## config.mk

```make
export PLATFORM = sky130hd
export DESIGN_NAME = pipe_mem_arbiter
export DESIGN_NICKNAME = d
export VERILOG_FILES = /design/src/rtl/pipe_mem_arbiter.sv
export SDC_FILE = /design/constraint.sdc
export NUM_CORES = 1
export LEC_CHECK = 0
export CAP_MARGIN = 20
export CORE_UTILIZATION = 35
export CTS_CLUSTER_DIAMETER = 30
export DETAILED_ROUTE_END_ITERATION = 7
export PLACE_DENSITY = 0.7
export SLEW_MARGIN = 20
export SYNTH_ARGS = -nofsm -noshare
export SYNTH_HDL_FRONTEND = slang
export SYNTH_SLANG_ARGS = --single-unit
```

## constraint.sdc

```tcl
create_clock -name clock -period 2.7 [get_ports clock]
set_clock_uncertainty 0.05 [all_clocks]
set_input_delay 0.27 -clock clock [delete_from_list [all_inputs] [get_ports clock]]
set_output_delay 0.27 -clock clock [all_outputs]
set_load 0.1 [all_outputs]
```

## src/rtl/pipe_mem_arbiter.sv

```systemverilog
// pipe_mem_arbiter: shares one variable-latency memory between instruction fetch and data access,
// with a starvation guard for fetch and a watchdog that aborts hung accesses.
module pipe_mem_arbiter #(
  parameter int STARVE_MAX = 4,
  parameter int TIMEOUT    = 64
) (
  input  logic        clock,
  input  logic        resetn,
  input  logic        if_req,
  input  logic [31:0] if_addr,
  output logic [31:0] if_rdata,
  output logic        if_done,
  output logic        if_stall,
  input  logic        d_req,
  input  logic        d_we,
  input  logic [31:0] d_addr,
  input  logic [31:0] d_wdata,
  output logic [31:0] d_rdata,
  output logic        d_done,
  output logic        d_stall,
  output logic        mem_req,
  output logic        mem_we,
  output logic [31:0] mem_addr,
  output logic [31:0] mem_wdata,
  input  logic [31:0] mem_rdata,
  input  logic        mem_ack,
  output logic        err,
  output logic        err_sticky
);
  localparam int TW = $clog2(TIMEOUT);
  localparam int SW = $clog2(STARVE_MAX + 1);
  localparam logic [1:0] IDLE    = 2'd0;
  localparam logic [1:0] BUSY_IF = 2'd1;
  localparam logic [1:0] BUSY_D  = 2'd2;
  localparam logic [1:0] RESP    = 2'd3;
  logic [1:0]    r_state;
  logic [SW-1:0] r_starve;
  logic [TW-1:0] r_timer;
  logic [31:0]   r_if_rdata, r_d_rdata, r_mem_addr, r_mem_wdata;
  logic          r_if_done, r_d_done, r_mem_we, r_err, r_err_sticky;
  logic          w_busy, w_tmo, w_d_grant;
  assign w_busy    = (r_state == BUSY_IF) || (r_state == BUSY_D);
  assign w_tmo     = r_timer == TW'(TIMEOUT - 1);
  // data wins unless fetch has already been passed over STARVE_MAX times in a row
  assign w_d_grant = d_req & ~(if_req & (r_starve == SW'(STARVE_MAX)));
  assign if_rdata   = r_if_rdata;
  assign if_done    = r_if_done;
  assign if_stall   = if_req & ~r_if_done;
  assign d_rdata    = r_d_rdata;
  assign d_done     = r_d_done;
  assign d_stall    = d_req & ~r_d_done;
  assign mem_req    = w_busy;
  assign mem_we     = r_mem_we;
  assign mem_addr   = r_mem_addr;
  assign mem_wdata  = r_mem_wdata;
  assign err        = r_err;
  assign err_sticky = r_err_sticky;
  always_ff @(posedge clock or negedge resetn) begin
    if (!resetn) begin
      r_state      <= IDLE;
      r_starve     <= '0;
      r_timer      <= '0;
      r_if_rdata   <= '0;
      r_d_rdata    <= '0;
      r_mem_addr   <= '0;
      r_mem_wdata  <= '0;
      r_if_done    <= 1'b0;
      r_d_done     <= 1'b0;
      r_mem_we     <= 1'b0;
      r_err        <= 1'b0;
      r_err_sticky <= 1'b0;
    end else begin
      r_if_done <= 1'b0;
      r_d_done  <= 1'b0;
      r_err     <= 1'b0;
      case (r_state)
        IDLE: begin
          if (w_d_grant) begin
            r_state     <= BUSY_D;
            r_mem_we    <= d_we;
            r_mem_addr  <= d_addr;
            r_mem_wdata <= d_wdata;
            r_timer     <= '0;
            r_starve    <= !if_req ? '0 :
                           (r_starve == SW'(STARVE_MAX)) ? r_starve : r_starve + 1'b1;
          end else if (if_req) begin
            r_state    <= BUSY_IF;
            r_mem_we   <= 1'b0;
            r_mem_addr <= if_addr;
            r_timer    <= '0;
            r_starve   <= '0;
          end
        end
        BUSY_IF, BUSY_D: begin
          if (mem_ack || w_tmo) begin
            r_state <= RESP;
            if (r_state == BUSY_IF) begin
              r_if_done  <= 1'b1;
              r_if_rdata <= mem_ack ? mem_rdata : 32'hDEADBEEF;
            end else begin
              r_d_done <= 1'b1;
              if (!r_mem_we) r_d_rdata <= mem_ack ? mem_rdata : 32'hDEADBEEF;
            end
            r_err <= ~mem_ack;
            if (!mem_ack) r_err_sticky <= 1'b1;
          end else begin
            r_timer <= r_timer + 1'b1;
          end
        end
        default: r_state <= IDLE;
      endcase
    end
  end
endmodule

```

==> Word level (Yosys, flattened, before mapping) <==
Cells that the tools add are included.
{ "op_classes": {"add_sub_neg": 2, "mul": 0, "eq_ne": 8, "n_lt_le_gt_ge": 0, "bitwise": 10, "n_reduce_logical": 14, "n_shift": 0, "div": 0, "mux": 25} }
{ "ops": {"columns": ["cell", "n"], "rows": [
  ["32-bit 2-to-1 mux", 3],
  ["6-bit 2-to-1 mux", 3],
  ["3-bit 2-to-1 mux", 4],
  ["6-bit case mux with 2 select lines", 1],
  ["3-bit AND reduction", 4],
  ["1-bit 2-to-1 mux", 10],
  ["6-bit by 1-bit adder with 6-bit output, second input constant", 1],
  ["6-bit equality test, second input constant", 1],
  ["2-bit 2-to-1 mux", 3],
  ["3-bit != test, second input constant", 2],
  ["1-bit NOT", 6],
  ["2-bit AND reduction", 3],
  ["1-bit bitwise AND", 4],
  ["2-bit != test, second input constant", 2],
  ["2-bit case mux with 2 select lines", 1],
  ["4-bit AND reduction", 1],
  ["2-bit nonzero test", 2],
  ["3-bit by 1-bit adder with 3-bit output, second input constant", 1],
  ["3-bit equality test, second input constant", 1],
  ["2-bit by 1-bit equality test with 1-bit output, second input constant", 1],
  ["2-bit equality test, second input constant", 1],
  ["2-bit zero test", 1],
  ["1-bit logical OR", 2],
  ["2-bit OR reduction", 1]
]} }
{ "word_totals": {"latchBits": 0, "ff_bits": 144, "in_bits": 134, "wordCells": 71, "out_inout_bits": 136, "mem_count": 0, "rom_bits": 0, "mem_bits_rw": 0} }

==> Logic depth before layout (Yosys ltp) <==
Gate-level depths: netlist of run 1.
{ "logic_depth": {"ltp_word": 6, "depth_mapped": 8, "mapped_depth_nobuf": 6} }

==> Worst setup path after synthesis of run 1 <==
Ideal clock, no wire load.
{ "synth_path": {"path_type": "flip-flop to output port", "from": "register r_d_done (netlist: d_done)", "to": "output port d_stall", "path_stages_with_launch": 2, "required_time_ns": 2.380, "arrival_ns": 2.211, "n_path_buf": 0, "setup_slack_ns": 0.169, "path_cell_list": "dfrtp_1 -> nor2b_1"} }
{ "synth_via": {"elab_chain_cells": 2} }
{ "synth_rtl": {"columns": ["item", "line", "text"], "rows": [
  ["from (decl)", "40", "logic r_if_done, r_d_done, r_mem_we, r_err, r_err_sticky;"],
  ["from (signal assigned)", "68", "r_d_done <= 1'b0;"],
  ["from (signal assigned)", "74", "r_d_done <= 1'b0;"],
  ["from (signal assigned)", "101", "r_d_done <= 1'b1;"],
  ["1-bit NOT", "51", "assign d_stall = d_req & ~r_d_done;"],
  ["1-bit bitwise AND", "51", null],
  ["to (decl)", "20", "output logic d_stall,"]
]} }
No other way between the ends.

==> Final worst setup path of run 1 <==
{ "layout_path": {"from": "register r_timer[0]", "to": "register r_d_rdata[7] (netlist: d_rdata[7])"} }
{ "layout_via": {"elab_chain_cells": 3} }
{ "layout_rtl": {"columns": ["item", "line", "text"], "rows": [
  ["from (decl)", "38", "logic [TW-1:0] r_timer;"],
  ["from (signal assigned)", "107", "r_timer <= r_timer + 1'b1;"],
  ["6-bit equality test", "43", "assign w_tmo = r_timer == TW'(TIMEOUT - 1);"],
  ["1-bit logical OR", "95", "if (mem_ack || w_tmo) begin"],
  ["4-bit AND reduction (no source line)", null, null],
  ["to (signal assigned)", "102", "if (!r_mem_we) r_d_rdata <= mem_ack ? mem_rdata : 32'hDEADBEEF;"],
  ["to (decl)", "39", "logic [31:0] r_if_rdata, r_d_rdata, r_mem_addr, r_mem_wdata;"]
]} }
No other way between the ends.
A chain may end at the register's enable or synchronous reset.

==> impl_results.md, run 1 <==
* Die area at 0.0172 sq mm
* Post-route cell area at 0.00906 sq mm
* Core Rows at 46
* DRC at 0
* Kind of critical path: flop to flop
* RSZ-0062 raised after global routing: no
* Routability cong. at 0.857
* Final period util at 90.9%
* Final design utilization at 56.2%
* Mapped Nets at 588
* Critical Path RT at 3000 ps
* Core footprint at 0.0161 sq mm
* DP HPWL at 11,800 microns
* Final nets at 856
* # diodes at 0
* Worst-Margin Slew at 1000 ps
* Synth Instances at 448
* Vias in the first global route at 5,041
* Total GRT Usage at 19.7%
* Area of the multi-input gates at 0.00206 sq mm
* Fmax at 0.407 GHz
* Initial antenna violation count at 0
* Later-pin clock latency in the skew report at 410 ps
* Commonest non-fill, non-tap cell in the layout: dfrtp_1
* Critical path, cell by cell: ha_1, nand2_1, o21bai_2, and2_1, o22a_1
* Mean Syn Cell Area at 13.0 sq um
* CP Buf/Inv Count at 0
* Crit path time final at 2450 ps
* DP Area at 0.00845 sq mm
* Slowest-stage cell, CP: and2_1
* CP arrival at 2760 ps
* Routed vias at 4,616
* Post-CTS Setup Bufs at 0
* Post-synth cell types at 41
* CP Launch Type: flop
* CTS tree: built
* Reg clk slew, reported paths at 60 ps
* Setup TNS at 0 ps
* GRT overflow at 0
* Setup violators final at 0
* Largest net degree at the start of global routing at 62
* CTS Buffer Depth at 2
* CTS Buf Count at 17
* Port buffer count at 269
* Fraction of layout cells with a size suffix above 1 at 30.0%
* Endpoints failing hold at 0
* CP Capture Type: flop
* Ports at 270
* H-Tree Depth at 4
* Mapped cell area at 0.00584 sq mm
* Worst path max stage delay at 870 ps
* First-pass iteration count of the detailed router at 5
* Status: finished, final reports clean
* DR iter-0 viols at 208
* CTS Sinks at 144
* Final Max Slew Viols at 0
* Total routed wirelength at 16,300 microns
* Layout fillers at 1,313
* Hold Crit Class: primary input to async pin
* Width of the die at 131 microns
* Storage cell area at 0.00360 sq mm
* Initial core utilization at 36.3%
* Sequential cell area fraction in the yosys report at 61.7%
* DR vias/cell at 4.88
* Yosys Warn Count at 0
* Die Y at 131 microns
* Slew margin rel. at 33.3%
* Most frequent cells in the layout: dfrtp_1, buf_4, clkdlybuf4s50_1, o22a_1, nand2_1
* Wire per inst at 17.3 microns
* Max Cap Viol at 0
* Crit-path leading delay family: simple AND/OR/NAND/NOR gates
* Clk root buf: clkbuf_16
* Area Growth Syn to Fin at 55.0%
* Remaining antenna violation count at 0
* CP Max Fanout at 24
* Flops & latches, synth at 144
* First-pass GRT wire length at 26,400 microns
-- Yosys cell counts, drive strengths merged --
cell     number  share of area (%)
o211ai        2               0.26
o21ai        37                3.2
mux2         32                6.2
a221o         1               0.17
and3          1               0.11
and4b         1               0.17
o22a         48                7.2
or2           2               0.21
nor3b         3               0.58
clkbuf       12               0.77
nor4b         1               0.15
nand2b        1               0.11
o31ai         2               0.26
dfrtp       144                 62
buf          18                2.2
nand3        14                1.5
nor3          2               0.17
a22o         17                2.5
or4b          2               0.34
and2          2               0.21
nor2b         1               0.11
o21bai        1               0.19
ha            6                1.3
nor2          7               0.45
a32o          1               0.17
a32oi         1               0.15
mux2i        33                5.7
nand3b        1               0.13
nand2        44                2.9
and3b         1               0.15
a2bb2oi       3               0.45
inv           6               0.39
nand4b        1               0.15
-- layout make-up --
type,instances,share of cell area (%)
Sequential cell,144,39.8
Timing Repair Buffer,279,27.7
Multi-Input combinational cell,268,22.7
Clock buffer,20,5.15
Tap cell,216,2.98
Clock inverter,12,1.45
Inverter,6,0.249
-- routing by layer --
| layer | global-route usage [%] | vias to the layer above | wire, microns |
|---|---|---|---|
| li1 | - | 2162 | - |
| met1 | 22.0 | 2254 | 6520 |
| met2 | 34.5 | 185 | 8380 |
| met3 | 7.10 | 15 | 1200 |
| met4 | 6.47 | 0 | 244 |
| met5 | 0 | - | 0 |
-- repair_timing --
item / 4_1_cts / 5_1_grt
hold buffers: 1 / 0
endpoints found under the hold margin: 55 / 0
resized for setup: 0 / 0
-- sequential cells by signal, indices dropped and copies added (netlist names), 2 cells and up --
register   cells
r_state        2
r_timer        6
d_rdata       32
if_rdata      32
r_starve       3
mem_wdata     32
mem_addr      32
-- worst paths after layout --
path	start	endpoint	slack, ps	cells past startpoint
max in group asynchronous	resetn	if_done	1470	3
min in group clock	d_we	mem_we	410	3
hold reg to reg	mem_addr[6]	mem_addr[6]	430	2
setup reg to reg	r_timer[0]	d_rdata[7]	250	5
hold / removal	resetn	mem_addr[27]	350	2
setup / recovery	r_timer[0]	d_rdata[7]	250	5
-- stage by stage --
stage | hold slack (ps) | setup slack, ps | cells
after detailed placement | 238 | 259 | 912
after CTS | 368 | 241 | 945
after global placement | 232 | 364 | 912
after global routing | 381 | 85.0 | 945
after floorplan | -75.6 | 169 | 448
final | 350 | 245 | 945
-- cells by family after synthesis --
family,Yosys count,share of synthesized area [%]
buf+inv,36,3.32
mux,65,11.8
fa+ha+maj,6,1.28
compound gates,113,14.6
flops,144,61.7
simple gates,84,7.37
Power of run 1 is not shown: default switching activity piles up to over one toggle a cycle in this logic, so the estimate is an artifact.
==> inputs of run 2 (changes only) <==
ABC_AREA = 1   (was unset)
CORE_UTILIZATION = 46   (was 35)
PLACE_DENSITY = 0.86   (was 0.7)
==> impl_results.md, run 2 <==
* Status: finished, final reports clean
* Post-CTS Setup Bufs at 0
* Core Rows at 42
* Area contributors post-synth: dfrtp_1, nand2_1, o21ai_0, nand3_1, nor2_1
* Post-synth cell types at 26
* Yosys Warn Count at 0
* Most used cell, CP: inv_1
* Fmax at 0.476 GHz
* Cells on Worst Hold Path at 3
* Reg clk slew, reported paths at 60 ps
* Remaining antenna violation count at 0
* Final Max Slew Viols at 0
* DR iter-0 viols at 535
* Most frequent cells in the layout: nand2_1, buf_4, dfrtp_1, clkdlybuf4s50_1, o21ai_0
* CTS tree: built
* Total routed wirelength at 18,300 microns
* Initial core utilization at 47.2%
* Asr flop ratio synth at 100%
* Sequential cell area fraction in the yosys report at 57.4%
* Cts repair resizes at 0
* Mean Syn Cell Area at 8.43 sq um
* # hold bufs at CTS at 1
* Final design utilization at 70.4%
* WHS Endpoint: mem_wdata[27]
* Synth Instances at 745
* Reg2Reg Launch Point: r_state[0]
* Setup TNS at 0 ps
* Post-synth EDFFs at 0
* Largest net degree at the start of global routing at 57
* Later-pin clock latency in the skew report at 420 ps
* Fraction of layout cells with a size suffix above 1 at 21.6%
* Clk root buf: clkbuf_16
* Width of the die at 119 microns
* DP HPWL at 12,600 microns
* CTS Sinks at 144
* Synth cell count leaders: nand2_1, dfrtp_1, o21ai_0, nor2_1, nand3_1
* DR vias/cell at 4.97
* Crit path time final at 2100 ps
* Setup violators final at 0
* Die area at 0.0141 sq mm
* CP arrival at 2400 ps
* CP Max Fanout at 25
* Area Growth Syn to Fin at 49.2%
* Hold Crit Start: d_wdata[27]
* Port buffer count at 269
* Total GRT Usage at 27.1%
* H-Tree Depth at 4
* Cell count of the worst reg-to-reg path at 7
* Mapped Nets at 885
* Commonest non-fill, non-tap cell in the layout: nand2_1
* RSZ-0062 raised after global routing: no
* Core footprint at 0.0133 sq mm
* Wire per inst at 15.3 microns
* Post-route cell area at 0.00936 sq mm
* Routed vias at 5,960
* Die Y at 119 microns
* Slowest-stage cell, CP: dfrtp_1
* Critical Path RT at 3000 ps
* Initial antenna violation count at 0
* Most common cell in the netlist: nand2_1
* First-pass GRT wire length at 29,900 microns
* Hold Crit Class: primary input to flop
* Endpoints failing hold at 0
* Final period util at 77.8%
* CTS Buffer Depth at 2
* Post-synth top area share at 57.4%
* DP Area at 0.00875 sq mm
* CP Launch Type: flop
* Vias in the first global route at 6,070
* Routability cong. at 0.860
* CTS Buf Count at 17
* CP Buf/Inv Count at 3
* Hold WS at 329 ps
* Critical path, cell by cell: inv_1, ha_1, inv_1, a21oi_4, buf_4, nand3_1, nand2_1
* Flops & latches, synth at 144
* DRC at 0
* GRT overflow at 0
* Worst path max stage delay at 400 ps
* Max Cap Viol at 0
* R2R Setup Slk at 600 ps
* Kind of critical path: flop to flop
* Crit-path leading delay family: buffers and inverters
* Worst-Margin Slew at 840 ps
* First-pass iteration count of the detailed router at 5
* Post-synth top area cell: dfrtp_1
* Ys flop type: dfrtp_1
* CP Capture Type: flop
* Ports at 270
* Final nets at 1,151
* FF-to-FF End: d_rdata[15]
* Mapped cell area at 0.00628 sq mm
* # diodes at 0
* Slew margin rel. at 44.0%
[run 2: cell types whose count changed in the layout (fill, tap and decap cells not counted), sizes merged, moves of 23 or more]
| cell | previous run | this run |
|---|---|---|
| mux2i | 33 | 0 |
| o21ai | 37 | 70 |
| nor2 | 7 | 46 |
| nand2 | 44 | 339 |
| nand3 | 14 | 42 |
| o22a | 48 | 0 |
| mux2 | 32 | 0 |
| or2 | 2 | 25 |
[run 2: area by class of cell]
class                      instances  area [sq um]
sequential                       144          3600
fill                            1032          3930
clock buffer                      20           467
clock inverter                    12           131
inverter                          27           101
timing repair buffer             284          2480
tap                              176           220
multi-input combinational        537          2360
[run 2: cell families after synthesis]
group,share of synthesized area [%]
simple gates,29.8
xor+xnor,0.140
flops,57.4
compound gates,6.30
buf+inv,5.12
fa+ha+maj,1.20
[run 2: worst max path at each step]
stage	to	slack (ps)	cells after the start	from
finish	d_rdata[15]	600	7	r_state[0]
global route	if_rdata[25]	450	7	r_state[0]
CTS	d_rdata[15]	610	7	r_state[0]
detailed placement	r_state[0]	650	6	mem_ack
global placement	r_state[0]	650	6	mem_ack
floorplan	if_rdata[10]	170	8	r_state[0]
[run 2: worst register-to-register path, delay by kind of cell, from the launching register on]
family,cells,cell delay (ps)
AOI/OAI and AO/OA,1,350
adders and majority gates,1,380
buffers and inverters,3,610
DFF,1,400
and+or+nand+nor,2,240
[run 2: metrics by stage]
| step | instances | setup WS [ps] |
|---|---|---|
| floorplan | 745 | 175 |
| global placement | 1167 | 649 |
| detailed placement | 1167 | 646 |
| CTS | 1200 | 612 |
| global route | 1200 | 446 |
| finish | 1200 | 600 |
[run 2: metal layers]
layer  wire, microns  global-route usage, %
met4            1020                   16.1
met5               0                      0
met3             936                   6.37
met1            7170                   31.4
met2            9190                   45.7
Power of run 2 is left out for the same reason.
==> inputs of run 3 (changes only) <==
CORE_UTILIZATION = 43   (was 46)
PLACE_DENSITY = 0.81   (was 0.86)
clock period = 2.2 ns   (was 2.7 ns; I/O delays follow)
==> impl_results.md, run 3 (synthesized netlist as in run 2, its figures left out) <==
* RSZ-0062 raised after global routing: no
* CP Capture Type: flop
* Area of the multi-input gates at 0.00238 sq mm
* Final design utilization at 67.5%
* Initial core utilization at 44.7%
* CTS Buffer Depth at 2
* First-pass GRT wire length at 29,000 microns
* Kind of critical path: flop to flop
* GRT busiest layer: met2
* Final nets at 1,155
* GRT overflow at 0
* Reg clk slew, reported paths at 60 ps
* Critical Path RT at 2440 ps
* Routability cong. at 0.869
* Area Growth Syn to Fin at 51.0%
* Largest net degree at the start of global routing at 61
* Total routed wirelength at 18,700 microns
* Initial antenna violation count at 0
* Commonest non-fill, non-tap cell in the layout: nand2_1
* Core footprint at 0.0140 sq mm
* Final period util at 93.4%
* Hold WS at 283 ps
* Worst-Margin Slew at 867 ps
* Storage cell area at 0.00360 sq mm
* DRC at 0
* Remaining antenna violation count at 0
* CTS Sinks at 144
* Fmax at 0.487 GHz
* Wire per inst at 15.5 microns
* CP Launch Type: flop
* Slew margin rel. at 42.1%
* Total GRT Usage at 25.4%
* Final Max Slew Viols at 0
* Fraction of layout cells with a size suffix above 1 at 22.0%
* H-Tree Depth at 4
* Die Y at 123 microns
* Grt met2 use at 42.1%
* Post-CTS Setup Bufs at 0
* Vias in the first global route at 5,715
* Port buffer count at 269
* First-pass iteration count of the detailed router at 6
* Max Cap Viol at 0
* Met3 track demand over resource at 5.95%
* DR vias/cell at 4.90
* CP arrival at 2290 ps
* Die area at 0.0151 sq mm
* # diodes at 0
* Routed vias at 5,913
* DP HPWL at 12,700 microns
* Clk root buf: clkbuf_16
* Hold Crit Class: primary input to flop
* DR iter-0 viols at 385
* Most frequent cells in the layout: nand2_1, buf_4, dfrtp_1, clkdlybuf4s50_1, o21ai_0
* Ports at 270
* Core Rows at 43
* GRT met1 Usage at 31.3%
* Crit path time final at 2050 ps
* CTS tree: built
* CP Max Fanout at 32
* Setup TNS at 0 ps
* Later-pin clock latency in the skew report at 410 ps
* Width of the die at 123 microns
* Layout fillers at 1,114
* Status: finished, final reports clean
* CTS Buf Count at 17
* Endpoints failing hold at 0
* Setup violators final at 0
run 3: cell count changes in the layout (fill, tap and decap cells not counted):
cell,before,now
ha_2,0,1
nor2_2,2,4
clkinv_4,0,3
ha_1,6,5
clkbuf_8,3,1
nand2_8,0,2
clkbuf_1,0,1
inv_6,3,2
nand2_4,2,0
buf_12,1,5
clkinvlp_4,4,2
clkinv_2,3,2
nor2_1,43,41
bufinv_16,2,3
run 3: timing repair:
action,4_1_cts,5_1_grt
resized for setup,0,2
hold buffers,1,0
setup endpoints to repair,0,1
hold endpoints to repair,54,0
run 3: through the flow:
stage | worst slack (ps) | cells | area, sq um
3_3_place_gp | 262 | 1175 | 8850
5_1_grt | 13.1 | 1207 | 9480
3_5_place_dp | 196 | 1175 | 8850
6_report | 146 | 1207 | 9480
4_1_cts | 123 | 1207 | 9460
2_1_floorplan | 13.2 | 745 | 6280
run 3: worst max-delay path, stage by stage, from the launching register on:
cell     delay [ps]
dfrtp_1         410
inv_1            70
ha_2            400
inv_1           100
a21oi_4         390
nand2_8         260
nand2_1         160
nand2_1          80
run 3: cell type report:
| cell class | count | share of cell area (%) |
|---|---|---|
| Sequential cell | 144 | 38.0 |
| Timing Repair Buffer | 288 | 27.0 |
| Multi-Input combinational cell | 537 | 25.2 |
| Clock buffer | 19 | 4.67 |
| Tap cell | 180 | 2.38 |
| Clock inverter | 12 | 1.68 |
| Inverter | 27 | 1.07 |
run 3: final timing paths:
| check | startpoint | to | slack, ps | cells after the start |
|---|---|---|---|---|
| worst max register to register | r_state[0] | if_rdata[14] | 150 | 7 |
| min in group asynchronous | resetn | d_rdata[15] | 300 | 2 |
| worst max-delay path | r_state[0] | if_rdata[14] | 150 | 7 |
| worst min register to register | d_rdata[1] | d_rdata[1] | 420 | 2 |
| worst min-delay path | d_wdata[14] | mem_wdata[14] | 280 | 3 |
| max in group asynchronous | resetn | mem_addr[0] | 1140 | 3 |
run 3: per-layer routing:
layer / up-vias / share of wire [%]
li1: 2873 / -
met3: 43 / 6.8
met5: - / 0
met1: 2768 / 40
met4: 0 / 3.6
met2: 229 / 49
Power of run 3 is left out for the same reason.
